$ cat src/rtl/ballot_collector.sv
// ballot_collector
//   Sequential front end that gathers one ballot per voter and publishes the
//   packed vote bus to the downstream combinational tally block.
//
//   Ports
//     clk        rising-edge clock
//     rst        synchronous active-high reset (priority over everything)
//     in_valid   ballot offered this cycle
//     in_ready   collector accepts ballots (high while collecting)
//     in_voter   voter ID of offered ballot (M bits)
//     in_choice  candidate chosen (N bits)
//     in_reject  one-cycle pulse: previously accepted ballot was a duplicate
//     close      end polling early and publish the current contents
//     vote       packed ballots, slot i at bits [(i+1)*N-1 : i*N]
//     voted      bit i set once voter i's ballot is stored
//     count      number of distinct voters stored (0..2**M)
//     out_valid  vote bus complete and stable
//     out_ack    consumer has taken the bus
//
//   Optional feature macro: BALLOT_REVOTE_EN
//     defined   - a duplicate ballot overwrites its slot; in_reject tied 0
//     undefined - duplicates are discarded and pulse in_reject
module ballot_collector #(
  parameter int              N              = 2,
  parameter int              M              = 2,
  parameter logic [N-1:0]    DEFAULT_CHOICE = '0
) (
  input  logic                 clk,
  input  logic                 rst,
  input  logic                 in_valid,
  output logic                 in_ready,
  input  logic [M-1:0]         in_voter,
  input  logic [N-1:0]         in_choice,
  output logic                 in_reject,
  input  logic                 close,
  output logic [(2**M)*N-1:0]  vote,
  output logic [2**M-1:0]      voted,
  output logic [M:0]           count,
  output logic                 out_valid,
  input  logic                 out_ack
);

  localparam int V = 2**M;
  localparam logic [M:0] C_LAST = (M+1)'(V - 1);

  typedef enum logic {COLLECT, PUBLISH} state_t;

  state_t          r_state;
  logic [N-1:0]    r_slot [V];
  logic [V-1:0]    r_voted;
  logic [M:0]      r_count;
  logic            r_in_ready;
  logic            r_out_valid;

  logic w_accept;
  logic w_new;
  logic w_dup;
  logic w_full;

  assign w_accept = in_valid && r_in_ready;
  assign w_new    = w_accept && !r_voted[in_voter];
  assign w_dup    = w_accept &&  r_voted[in_voter];
  // The ballot that fills the last empty slot triggers auto-publish.
  assign w_full   = w_new && (r_count == C_LAST);

  always_ff @(posedge clk) begin
    if (rst) begin
      r_state     <= COLLECT;
      r_voted     <= '0;
      r_count     <= '0;
      r_in_ready  <= 1'b1;
      r_out_valid <= 1'b0;
      for (int i = 0; i < V; i++) r_slot[i] <= DEFAULT_CHOICE;
    end else begin
      case (r_state)
        COLLECT: begin
          if (w_new) begin
            r_slot[in_voter]  <= in_choice;
            r_voted[in_voter] <= 1'b1;
            r_count           <= r_count + 1'b1;
          end
`ifdef BALLOT_REVOTE_EN
          if (w_dup) r_slot[in_voter] <= in_choice;
`endif
          // A ballot accepted alongside close is stored above, so the
          // published bus already includes it.
          if (close || w_full) begin
            r_state     <= PUBLISH;
            r_in_ready  <= 1'b0;
            r_out_valid <= 1'b1;
          end
        end
        PUBLISH: begin
          if (out_ack) begin
            r_state     <= COLLECT;
            r_voted     <= '0;
            r_count     <= '0;
            r_in_ready  <= 1'b1;
            r_out_valid <= 1'b0;
            for (int i = 0; i < V; i++) r_slot[i] <= DEFAULT_CHOICE;
          end
        end
        default: r_state <= COLLECT;
      endcase
    end
  end

`ifdef BALLOT_REVOTE_EN
  assign in_reject = 1'b0;
`else
  logic r_reject;

  // Acceptance only happens while collecting, so this is naturally 0 in PUBLISH.
  always_ff @(posedge clk) begin
    if (rst) r_reject <= 1'b0;
    else     r_reject <= w_dup;
  end

  assign in_reject = r_reject;
`endif

  always_comb begin
    vote = '0;
    for (int i = 0; i < V; i++) vote[i*N +: N] = r_slot[i];
  end

  assign voted     = r_voted;
  assign count     = r_count;
  assign in_ready  = r_in_ready;
  assign out_valid = r_out_valid;

endmodule
$ cat config.mk
export PLATFORM = sky130hd
export DESIGN_NAME = ballot_collector
export DESIGN_NICKNAME = d
export VERILOG_FILES = /design/src/rtl/ballot_collector.sv
export SDC_FILE = /design/constraint.sdc
export NUM_CORES = 1
export LEC_CHECK = 0
export CAP_MARGIN = 20
export CORE_MARGIN = 2
export CORE_UTILIZATION = 50
export CTS_BUF_LIST = sky130_fd_sc_hd__clkbuf_16
export CTS_CLUSTER_SIZE = 14
export DETAILED_ROUTE_END_ITERATION = 6
export DONT_BUFFER_PORTS = 1
export SLEW_MARGIN = 40
export SYNTH_ARGS = -nofsm -noshare
export SYNTH_HDL_FRONTEND = slang
export SYNTH_SLANG_ARGS = --single-unit
export TNS_END_PERCENT = 5
$ cat constraint.sdc
create_clock -name clk -period 4 [get_ports clk]
set_input_delay 0.4 -clock clk [delete_from_list [all_inputs] [get_ports clk]]
set_output_delay 0.4 -clock clk [all_outputs]
set_load 0.02 [all_outputs]
[After elaboration in Yosys (flattened, before gate mapping)]
Memory sizes are Yosys's and may differ from the RTL's.
Cells that the tools add are included.
Operators by class
  muxes and demuxes: 36
  add/sub/neg operators: 1
  $lt $le $gt $ge: 2
  eq/ne operators: 4
  bitwise gates (word level): 6
  reduce and logical (&&, ||, !) cells: 10
Operator list (number)
  1-bit two-way mux: 19
  2-bit two-way mux: 6
  4-bit two-way mux: 2
  4-bit case mux with 2 select lines: 1
  3-bit two-way mux: 2
  2-bit != test (second input constant): 3
  1-bit case mux with 2 select lines: 3
  3-bit case mux with 2 select lines: 1
  1-bit logical AND: 5
  1-bit OR: 4
  4-bit OR: 1
  2-bit AND reduction: 2
  3-bit by 1-bit adder with 3-bit output (second input constant): 1
  3-bit by 2-bit equality test with 1-bit output (second input constant): 1
  2-bit by 3-bit less-than comparator with 1-bit output (second input constant): 1
  1-bit binary-select mux with 2-bit select: 1
  1-bit demux with 2-bit select: 1
  2-bit by 1-bit greater-or-equal comparator with 1-bit output (second input constant): 1
  2-bit OR reduction: 1
  1-bit logical NOT: 1
  1-bit logical OR: 1
  1-bit NOT: 1
Storage, ports and cells
  memories kept: 1
  register bits after elaboration: 11
  memory bits (writable): 8
  word-level logic and storage cells: 66
Memory list
  r_slot: words 4, bits a word 2, read ports 4, clocked after Yosys merged registers in 0, wr ports 4, line 49  | logic [N-1:0] r_slot [V];

[Logic depth before layout (Yosys ltp)]
  depth in word-level cells: 10
  depth in mapped cells: 5
  mapped depth without buffers: 5

[Worst setup path after synthesis]
OpenSTA, ideal clock, no wires.
  path type: register -> register
  start: register r_in_ready, in the netlist in_ready
  end: memory r_slot[2][0], enable pin
  arrival: 1.211 ns
  library setup time: 0.298 ns
  path slack: 2.490 ns
  path buffers: 0
  period minus slack after synthesis: 1.510 ns
  stages on the path, launching flop included: 4
  cells stage by stage: dfxtp_1 -> nand3b_4 -> or4_1 -> nand2_1
RTL lines
  start, declared: line 52  | logic r_in_ready;
  start signal, assigned: line 71  | r_in_ready <= 1'b1;
  start signal, assigned: line 89  | r_in_ready <= 1'b0;
  start signal, assigned: line 98  | r_in_ready <= 1'b1;
  end, declared: line 49

==> flow_summary.yaml <==
run_status:
  outcome: "finished clean"
yosys:
  netlist.area_leader.share: 0.297
  ys_seq_area_frac: 0.569
  synth_top_family_by_area: "simple AND/OR/NAND/NOR gates"
  muxShareOfSynthArea: 0.0278
  synth_fa_ha_area_frac: 0.0309
  synth-main-ff-cell: "dfxtp_1"
  yosysWarnings: 0
  synthTopCellsByArea: "edfxtp_1 30%, dfxtp_1 27%, nor2_1 7.0%"
  synth_seq_cells: 19
  synth_area_sq_um: 810
  synthArstFlopShare: 0
  synth-compound-area-share: 0.155
  synthSimpleGateAreaFrac: 0.195
  yosysUniqueCellTypes: 23
  synth-edff-count: 8
  syn_avg_cell_area_sq_um: 11.2
  syn_inst: 72
  synth_fp_nets: 83
  synth_area_leader_cell: "edfxtp_1"
  synth_xor_area_frac: 0
clock_tree:
  ctsResizeCount: 0
  clock-root-buffer: "clkbuf_16"
  cts_tree: "built"
  postCtsHoldBufs: 0
  clockBufferDepth: 2
  clock_sinks: 19
  htreeDepth: 1
  cts_made_buffers: 3
  clk_latency_ps: 240
  path_clk_slew_ps: 50
  post-cts-setup-buffers: 0
grt:
  grt_pass1_wl_um: 2280
  grt_max_degree: 12
  grt.overflow.total: 0
  antenna_found_initial: 0
  grt_pass1_vias: 506
  grt_use_total: 0.162
routing:
  initialDrtViolationCount: 6
  wirelength_um: 1350
  first_pass_iters: 3
  wl_per_cell_um: 14.9
  viasPerCell: 6.11
  ant_nets: 0
  drc: 0
  via_count: 556
flow_run:
  cap_violations: 0
sta:
  tightest_slew_ps: 716
  slew_headroom: 0.522
  fmax_mhz: 618
  finalMaxSlewViolations: 0
  final-hold-violation-count: 0
  setup_viol: 0
  skew_ps: 1.87
  rsz0062_at_grt: "false"
  post-route-period-util: 0.405
  fin_tns_setup_ps: 0
  worst_slack_ps: 2380
  fin_crit_ps: 1620
setup_path:
  crit_type: "flip-flop to flip-flop"
  reg2reg_slack_ps: 2380
  cp_max_fo: 9
  reg2regPathDepth: 3
  r2r_start: "in_ready"
  cp_top_family: "simple AND/OR/NAND/NOR gates"
  crit_path_start_kind: "flip-flop"
  cpPeakStageDelay_ps: 550
  crit_path_start: "in_ready"
  path_cells: "nand3b_4 -> or4_1 -> nand2_1"
  cp.depth: 3
  worstSetupEndpointType: "flip-flop"
  crit_required_ps: 3950
  crit_buf_inv: 0
  cp.arrival_ps: 1570
  critPathSlowestCell: "dfxtp_1"
layout:
  final_util: 0.601
  fin_nets: 87
  syn_to_final_growth_pct: 11.9
  drive_above_1_share: 0.0933
  fin_area_sq_um: 906
  n_antenna_cell: 0
die:
  ioPinCount: 27
  fp.dieW_um: 44.2
  start_util: 0.537
  rows: 14
  floorplan.die_area_sq_mm: 0.00196
  coreArea_sq_mm: 0.00151
  die_y_um: 44.2
placement:
  preCtsSetupSlack_ps: 2380
  gp_congestion: 0.705
  dp_hpwl_um: 1030
  place_area_sq_um: 826
  io_buffers: 0
power_and_ir_drop:
  p_per_area_mw_per_mm2: 513
  vdd_drop_max_mv: 0.324
  p_total_w: 0.000465
  p_leak_nw: 0.354
hold_path:
  worstHoldStart: "rst"
  holdPathStages: 1
  hold_class: "input pin to flip-flop"
[cell type report]
class                           instances  area, sq um
Clock buffer                            3         75.1
Multi-Input combinational cell         48          330
Tap cell                               16         20.0
Sequential cell                        19          460
Inverter                                4         15.0
Clock inverter                          1         5.00
Fill cell                             121          601
[layer usage]
| layer | part of all wire | up-vias | track usage |
|---|---|---|---|
| met5 | 0 | - | 0 |
| met4 | 0.0066 | 0 | 0.0545 |
| met3 | 0.066 | 2 | 0.0531 |
| met2 | 0.43 | 19 | 0.238 |
| met1 | 0.49 | 259 | 0.226 |
| li1 | - | 276 | - |
[Yosys cell counts, types with 2 or more instances]
cell type,n
o211ai_1,3
a21oi_1,3
dfxtp_1,11
inv_1,4
nand2b_1,2
ha_1,2
nor2_1,15
a31oi_1,3
or4_1,3
edfxtp_1,8
o41ai_1,3
nand2_1,4
[kinds of logic (layout without fill, tap and decap cells)]
kind of cell / Yosys count / after routing
adders and majority gates: 2 / 2
muxes: 1 / 1
DFF: 19 / 19
AOI/OAI and AO/OA: 16 / 16
buffers and inverters: 5 / 8
and+or+nand+nor: 29 / 29
[final timing paths]
check / endpoint
min reg2reg: r_state
min: count[1]
max reg2reg: r_slot[1][0]
max: r_slot[1][0]
[cells in the final DEF, fill, tap and decap left out, drive strengths merged]
cell    Yosys  routed
nand3b      2       2
a21oi       3       3
o21bai      1       1
clkbuf      1       3
ha          2       2
a31oi       3       3
dfxtp      11      11
a21o        1       1
or4         3       3
nand2b      2       2
nand3       1       1
clkinv      0       1
and3b       1       1
edfxtp      8       8
o21a        1       1
o41ai       3       3
mux4        1       1
inv         4       4
a22o        1       1
o211ai      3       3
nand2       4       4
nor2       15      15
and4b       1       1
[report_power, final]
part / internal, W / switching (W)
clock network: 0.000134 / 0.0000650
registers: 0.000215 / 0.0000222
logic: 0.0000126 / 0.0000169
total: 0.000361 / 0.000104
[sequential cells by signal, indices dropped and copies added, names as in the netlist]
signal / flops
count: 3
out_valid: 1
r_slot: 8
r_state: 1
in_ready: 1
voted: 4
in_reject: 1
[through the flow]
step | hold WS (ps) | instances
3_3_place_gp | 514 | 87
2_1_floorplan | 521 | 72
4_1_cts | 257 | 91
5_1_grt | 252 | 91
3_5_place_dp | 516 | 87
6_report | 256 | 91
No activity file was read; power rests on OpenSTA's default activity.
